`src/rtl/hilo_issue_ctrl.sv`:
```
// hilo_issue_ctrl
//   Issue-side controller for the multi-cycle multiply/divide unit. It accepts
//   multiply, divide, multiply-accumulate and MTHI/MTLO operations, latches
//   their operands, and holds them on the unit's inputs while the unit is busy.
//   It then commits the 64-bit result into the architectural HI/LO pair it owns,
//   and stalls the pipeline for the whole occupancy. A watchdog aborts an
//   operation that overstays TIMEOUT cycles in WAIT.
//
// Ports
//   clk, rst              clock, synchronous active-high reset
//   flush                 pipeline flush, aborts any in-flight operation
//   in_valid/in_op        operation presented by the pipeline
//   in_reg1/in_reg2       source operands
//   stall                 hold the pipeline (combinational)
//   result_valid          one-cycle pulse, MUL GPR result on result_word
//   result_word           low word of the MUL product
//   hilo                  architectural {HI, LO}
//   timeout               one-cycle pulse, watchdog abort
//   mc_flush              flush forwarded to the execution unit
//   mc_op/mc_reg1/mc_reg2 registered operation and operands to the unit
//   mc_hilo               accumulate base for MADD/MSUB
//   mc_ret/mc_mult_word   unit results, valid when mc_busy is low
//   mc_busy               unit busy

package hilo_issue_pkg;
  typedef enum logic [4:0] {
    OP_NOP   = 5'd0,
    OP_MULT  = 5'd1,
    OP_MULTU = 5'd2,
    OP_MUL   = 5'd3,
    OP_MADD  = 5'd4,
    OP_MADDU = 5'd5,
    OP_MSUB  = 5'd6,
    OP_MSUBU = 5'd7,
    OP_DIV   = 5'd8,
    OP_DIVU  = 5'd9,
    OP_MTHI  = 5'd10,
    OP_MTLO  = 5'd11,
    OP_ADD   = 5'd12,
    OP_SUB   = 5'd13,
    OP_AND   = 5'd14
  } oper_t;
endpackage

module hilo_issue_ctrl
  import hilo_issue_pkg::*;
#(
  parameter int unsigned TIMEOUT = 48
) (
  input  logic        clk,
  input  logic        rst,
  input  logic        flush,
  input  logic        in_valid,
  input  oper_t       in_op,
  input  logic [31:0] in_reg1,
  input  logic [31:0] in_reg2,
  output logic        stall,
  output logic        result_valid,
  output logic [31:0] result_word,
  output logic [63:0] hilo,
  output logic        timeout,
  output logic        mc_flush,
  output oper_t       mc_op,
  output logic [31:0] mc_reg1,
  output logic [31:0] mc_reg2,
  output logic [63:0] mc_hilo,
  input  logic [63:0] mc_ret,
  input  logic [31:0] mc_mult_word,
  input  logic        mc_busy
);

  // Counter holds up to TIMEOUT: it bumps once more on the cycle WAIT exits.
  localparam int unsigned   CW       = $clog2(TIMEOUT + 1);
  localparam logic [CW-1:0] CNT_LAST = CW'(TIMEOUT - 1);

  typedef enum logic {S_IDLE, S_WAIT} state_t;

  state_t        state_q, state_d;
  oper_t         mc_op_q;
  logic [31:0]   mc_reg1_q, mc_reg2_q;
  logic [31:0]   hi_q, lo_q;
  logic [CW-1:0] cnt_q;

  logic accept, wr_hi, wr_lo, complete, wd_fire;

  function automatic logic is_multicycle(input oper_t op);
    case (op)
      OP_MULT, OP_MULTU, OP_MUL, OP_MADD, OP_MADDU,
      OP_MSUB, OP_MSUBU, OP_DIV, OP_DIVU: return 1'b1;
      default:                            return 1'b0;
    endcase
  endfunction

  // Event decode; flush masks every event so it wins over accept,
  // MTHI/MTLO writes, completion and the watchdog alike.
  always_comb begin
    accept   = 1'b0;
    wr_hi    = 1'b0;
    wr_lo    = 1'b0;
    complete = 1'b0;
    wd_fire  = 1'b0;
    if (!flush) begin
      if (state_q == S_IDLE) begin
        if (in_valid) begin
          accept = is_multicycle(in_op);
          wr_hi  = (in_op == OP_MTHI);
          wr_lo  = (in_op == OP_MTLO);
        end
      end else begin
        complete = !mc_busy;
        wd_fire  = mc_busy && (cnt_q == CNT_LAST);
      end
    end
  end

  // State register
  always_ff @(posedge clk) begin
    if (rst) state_q <= S_IDLE;
    else     state_q <= state_d;
  end

  // Next state
  always_comb begin
    state_d = state_q;
    case (state_q)
      S_IDLE: if (accept) state_d = S_WAIT;
      S_WAIT: if (flush || complete || wd_fire) state_d = S_IDLE;
      default: state_d = S_IDLE;
    endcase
  end

  // Outputs
  always_comb begin
    stall        = accept || ((state_q == S_WAIT) && mc_busy && !flush);
    result_valid = complete && (mc_op_q == OP_MUL);
    result_word  = mc_mult_word;
    timeout      = wd_fire;
    mc_flush     = flush || wd_fire;
  end

  // Operand latch, watchdog counter and HI/LO
  always_ff @(posedge clk) begin
    if (rst) begin
      mc_op_q   <= OP_NOP;
      mc_reg1_q <= '0;
      mc_reg2_q <= '0;
      cnt_q     <= '0;
      hi_q      <= '0;
      lo_q      <= '0;
    end else begin
      if (accept) begin
        mc_op_q   <= in_op;
        mc_reg1_q <= in_reg1;
        mc_reg2_q <= in_reg2;
        cnt_q     <= '0;
      end else if (state_q == S_WAIT) begin
        if (flush || complete || wd_fire) mc_op_q <= OP_NOP;
        cnt_q <= cnt_q + CW'(1);
      end

      // Completion only happens in WAIT and MT writes only in IDLE,
      // so the two HI/LO write sources never collide.
      if (complete && (mc_op_q != OP_MUL)) begin
        hi_q <= mc_ret[63:32];
        lo_q <= mc_ret[31:0];
      end else begin
        if (wr_hi) hi_q <= in_reg1;
        if (wr_lo) lo_q <= in_reg1;
      end
    end
  end

  assign hilo    = {hi_q, lo_q};
  assign mc_hilo = {hi_q, lo_q};
  assign mc_op   = mc_op_q;
  assign mc_reg1 = mc_reg1_q;
  assign mc_reg2 = mc_reg2_q;

endmodule

```
`config.mk`:
```
export PLATFORM = sky130hd
export DESIGN_NAME = hilo_issue_ctrl
export DESIGN_NICKNAME = d
export VERILOG_FILES = /design/src/rtl/hilo_issue_ctrl.sv
export SDC_FILE = /design/constraint.sdc
export NUM_CORES = 1
export LEC_CHECK = 0
export ABC_AREA = 1
export CORE_AREA = 5 5 154 156
export CTS_CLUSTER_DIAMETER = 150
export DETAILED_ROUTE_END_ITERATION = 10
export DIE_AREA = 0 0 159 161
export DONT_BUFFER_PORTS = 1
export HOLD_SLACK_MARGIN = 0.06
export MAX_ROUTING_LAYER = met4
export PLACE_DENSITY_LB_ADDON = 0.3
export SKIP_LAST_GASP = 1
export SYNTH_ARGS = -nofsm -noshare
export SYNTH_HDL_FRONTEND = slang
export SYNTH_SLANG_ARGS = --single-unit
```
`constraint.sdc`:
```
create_clock -name clk -period 3.2 [get_ports clk]
set_clock_uncertainty 0.05 [all_clocks]
set_input_delay 0.48 -clock clk [delete_from_list [all_inputs] [get_ports clk]]
set_output_delay 0.48 -clock clk [all_outputs]
set_load 0.01 [all_outputs]
```
==> results <==
- Detailed routing inserted a total of 5,720 vias.
- The number of distinct library cell variants in the gate-level netlist after synthesis is 23.
- The capturing point of the worst reg2reg path is lo_q[1]$_SDFFE_PP0P_.
- Compared with the post-synthesis result, the final layout area differs by 0.538%.
- The launching instance or port of the critical path is state_q$_SDFF_PP0_.
- Summed over all cells, the static leakage comes to 3.00 nW.
- STA classifies the critical path startpoint as a register.
- The die extent in y is roughly 160 um.
- The first-pass GRT wire length is 35.0 mm.
- The number of placed instances, taps included, is 1,130.
- Counting flops and latches in the post-synthesis netlist gives 140.
- Setup violations remaining at the end of the flow were counted as 0.
- The run finished with clean final reports.
- Buffers placed on the I/O ports in this run total 0.
- The final weighted congestion in routability-driven placement is ~0.8.
- The global routing stage identified its most utilized layer as met2.
- The number of nets in the synthesized netlist is 1,164.
- The startpoint of the worst register-to-register path is state_q$_SDFF_PP0_.
- The average cell area after synthesis is 7.02 um2.
- The maximum clock insertion buffer count is 2.
- The post-detailed-placement half-perimeter wirelength is approximately 16 mm.
- The worst hold path was traced through 2 stages.
- The count of pins on the block boundary is around 400.
- The number of diodes added for antenna fixing is 0.
- The wire length per cell after detailed routing is 20.1 um.
- The achievable frequency is 430 MHz.
- The core region is roughly 22,000 um2.
- The library cells used most frequently in the layout, excluding fill and tap cells, are sky130_fd_sc_hd__nor2_1 (272), sky130_fd_sc_hd__nand2_1 (182), sky130_fd_sc_hd__dfxtp_1 (140).
- In this run the clock root is driven by a sky130_fd_sc_hd__clkbuf_16.
- Ranked by total cell area, the synthesized netlist is headed by sky130_fd_sc_hd__dfxtp_1 (40%), sky130_fd_sc_hd__nor2_1 (15%), sky130_fd_sc_hd__buf_4 (11%), sky130_fd_sc_hd__nand2_1 (9.8%), sky130_fd_sc_hd__nand3b_1 (6.9%).
- The total buffers and inverters traversed by the critical path is 2.
- The top cell type by total area after synthesis is sky130_fd_sc_hd__dfxtp_1.
- The first-pass iteration count of the detailed router is 4.
- Setup repair after global routing left no endpoint under its margin.
- After floorplanning, the core was divided into 55 placement rows.
- The worst reg2reg path depth is 7.
- The worst pin sits at a relative slew slack of about half.
- For the worst-skew pair, the clock arrives at the later sink with an insertion delay of about 0.42 ns.
- Of the synthesized area, sequential elements account for 40.2%.
- The share of synthesized area in the top cell type comes to roughly two fifths.
- For this configuration, the core starts out at a cell density of roughly a third.
- Leaving out fill and tap cells, the most frequent cell in the layout is sky130_fd_sc_hd__nor2_1.
- The maximum VDD drop is around 0.00031 V.
- The number of levels in the clock H-tree is 4.
- The slowest stage of the critical path belongs to the cell sky130_fd_sc_hd__dfxtp_1.
- Power spread over the standard cell area amounts to roughly 600 nW/um2.
- The number of antenna violations at the first check in global routing is 1.
- The overall global routing resource usage is around 18%.
- After clock tree synthesis, the clock-pin slew on the worst setup and hold paths is about 0.07 ns.
- Once detail routing completed, the nets flagged for antenna violations numbered 0.
- The TritonCTS clock tree is yes.
- The finished layout holds approximately 1,200 standard cells, fillers aside.
- The delay contributed by the slowest stage of the critical path is between 0.5 and 0.6 ns.
- TritonCTS created 17 clock buffers.
- The worst hold path belongs to the class in2reg.
- For met3 alone, demand over resource in global routing was just under 7%.
- The average vias per placed instance is slightly below 5.
- Counting I/O delays and the setup requirement, the final critical path takes ~2.3 ns.
- Entering global routing, the biggest net connects between 70 and 80 pins.
- The total number of yosys warnings is 0.
- Dividing the final minimum period by the clock period gives around 73%.
- The floorplan step defined a die boundary enclosing about 26,000 um2.
- The category of the worst setup path capture point is a primary output.
- Global routing finished with a remaining overflow of 0.
- The highest net fanout along the worst path is 72.
- The overall routed net length is approximately 23 mm.
- The count of clock tree sinks is 140.
- The endpoint of the worst hold-timing path is mc_op[1]$_SDFFE_PP0P_.
- The worst setup path is of the reg2out kind.
- The hold path startpoint is in_op[1].
- The share of final-layout standard cells stronger than drive strength 1 is ~6.3%.
- The gate count of the mapped netlist is 993.
- The routing usage on met1 is roughly a fifth.
- At the pin with the least slew margin, the transition time is between 0.7 and 0.8 ns.
- The count of cells resized by post-cts repair is 0.
- The category of cells accounting for the largest share of critical-path delay is flip-flops.
- The final count of pins violating max slew is 0.
- Of the total power, the share spent switching nets is 25.5%.
- Sequential cells account for between 40% and 50% of the total power.
- The setup check on the worst reg-to-reg path leaves a slack of approximately 1.1 ns.
- The horizontal die dimension is about 160 um.
- The number of nets in the layout is 1,036.
- The area of the mapped netlist is 6970 um2.
- For this design the total switching power over the nets is around 0.0011 W.
- The signal on the critical path passes through nor2_4 > nand3_2 > buf_12 > o21ai_0 > buf_4.
- STA puts the critical path data required time at between 2 and 3 ns.
- The cell-internal power is ~0.0031 W.
- The number of remaining DRC errors is 0.
- The number of DRC markers after the initial detailed-route iteration is about 530.
- Setup total negative slack on the finished layout was measured at 0 ns.
- The final number of hold-violating endpoints is 0.
- The post-route worst hold slack is around 0.16 ns.
- STA puts the critical path data arrival time at ~1.8 ns.
- The via count of the first global-routing pass is between 5,000 and 6,000.
- The number of maximum-capacitance constraint violations is 0.
- The clock network power share is roughly 51%.
- The share of total power in combinational logic is 5.0%.
- The buffer count from post-CTS setup fixing is 0.
- For this run, global-route usage on met2 was measured as around 29%.
## flip-flops by register name, summed over array words and instances, names as in the netlist
| register | cells |
|---|---|
| mc_reg1 | 32 |
| lo_q | 32 |
| mc_op | 5 |
| cnt_q | 6 |
| state_q | 1 |
| mc_reg2 | 32 |
| hi_q | 32 |
## cell families (layout without fill, tap and decap cells)
group                    count (synthesis)  in the layout  share of synthesized area (%)
AND/OR/NAND/NOR                        600            600                           37.7
adder cells (fa/ha/maj)                  1              1                          0.179
buffers and inverters                  176             61                           16.3
XOR/XNOR                                 3              3                          0.377
flip-flops                             140            140                           40.2
AO/OA/AOI/OAI                           73             73                           5.24
## cell type report
type,count,area [um2]
repair buffers,14,133
clock inverters,14,180
flip-flops and latches,140,2800
clock buffers,18,439
multi-input cells,677,3040
fillers,2436,15200
inverters,15,58.8
well taps,285,357
## cells in the mapped netlist
cell and count:
sky130_fd_sc_hd__nor2_1 272, sky130_fd_sc_hd__nand2_1 182, sky130_fd_sc_hd__dfxtp_1 140, sky130_fd_sc_hd__buf_4 105, sky130_fd_sc_hd__nand3_1 72, sky130_fd_sc_hd__o21ai_0 66
sky130_fd_sc_hd__nand3b_1 64, sky130_fd_sc_hd__buf_2 22, sky130_fd_sc_hd__clkbuf_1 22, sky130_fd_sc_hd__inv_1 10, sky130_fd_sc_hd__a21oi_1 7, sky130_fd_sc_hd__buf_6 7
sky130_fd_sc_hd__buf_1 5, sky130_fd_sc_hd__inv_2 5, sky130_fd_sc_hd__nand4_1 3, sky130_fd_sc_hd__xor2_1 3, sky130_fd_sc_hd__nor3b_1 2, sky130_fd_sc_hd__ha_1 1
sky130_fd_sc_hd__nand2_2 1, sky130_fd_sc_hd__nand3_2 1, sky130_fd_sc_hd__nor2_4 1, sky130_fd_sc_hd__nor3_4 1, sky130_fd_sc_hd__nor4_1 1
## metal layers
layer  vias to the layer above  part of all wire, %
met5                         -                    0
met4                         0                  1.8
met3                        34                  9.5
met2                       239                   47
met1                      2646                   41
li1                       2801                    -
## how the worst max path moves through the flow
| stage | end | slack, ns | cells after the start |
|---|---|---|---|
| after global placement | lo_q[14]$_SDFFE_PP0P_ | 1.11 | 7 |
| final | stall | 0.88 | 5 |
| after detailed placement | lo_q[14]$_SDFFE_PP0P_ | 1.12 | 7 |
| after CTS | stall | 0.83 | 5 |
| after floorplan | stall | 1.41 | 5 |
| after global routing | stall | 0.69 | 5 |
## worst register-to-register path, cell delays in order (launching register included)
cell and delay, ns:
sky130_fd_sc_hd__dfxtp_1 0.55, sky130_fd_sc_hd__inv_2 0.12, sky130_fd_sc_hd__nor3_4 0.18, sky130_fd_sc_hd__buf_4 0.59
sky130_fd_sc_hd__nand3_1 0.26, sky130_fd_sc_hd__nand2_1 0.15, sky130_fd_sc_hd__nor2_1 0.06, sky130_fd_sc_hd__nor2_1 0.10
## stage by stage
step,power [W],setup WS (ns),util [%],instance area (um2)
3_5_place_dp,0.00211,1.12,28.7,6380
6_report,0.00419,0.876,31.5,7010
5_1_grt,0.00437,0.689,31.5,7010
4_1_cts,0.00426,0.826,31.5,7010
2_1_floorplan,0.00211,1.41,-,6970
3_3_place_gp,0.00211,1.11,28.7,6380
## repair_timing
| action | in CTS | in global routing |
|---|---|---|
| endpoints found under the setup margin | 0 | 0 |
| hold buffers | 1 | 0 |
| endpoints found under the hold margin | 6 | 0 |
## power by group through the flow
| stage | clock [W] | sequential, W | combinational [W] |
|---|---|---|---|
| CTS | 0.00219 | 0.00186 | 0.000212 |
| detailed placement | 0 | 0.00190 | 0.000210 |
| floorplan | 0 | 0.00187 | 0.000233 |
| global route | 0.00227 | 0.00187 | 0.000242 |
| global placement | 0 | 0.00190 | 0.000208 |
| finish | 0.00212 | 0.00186 | 0.000209 |
Note: power is estimated with default switching activity, not from simulation.
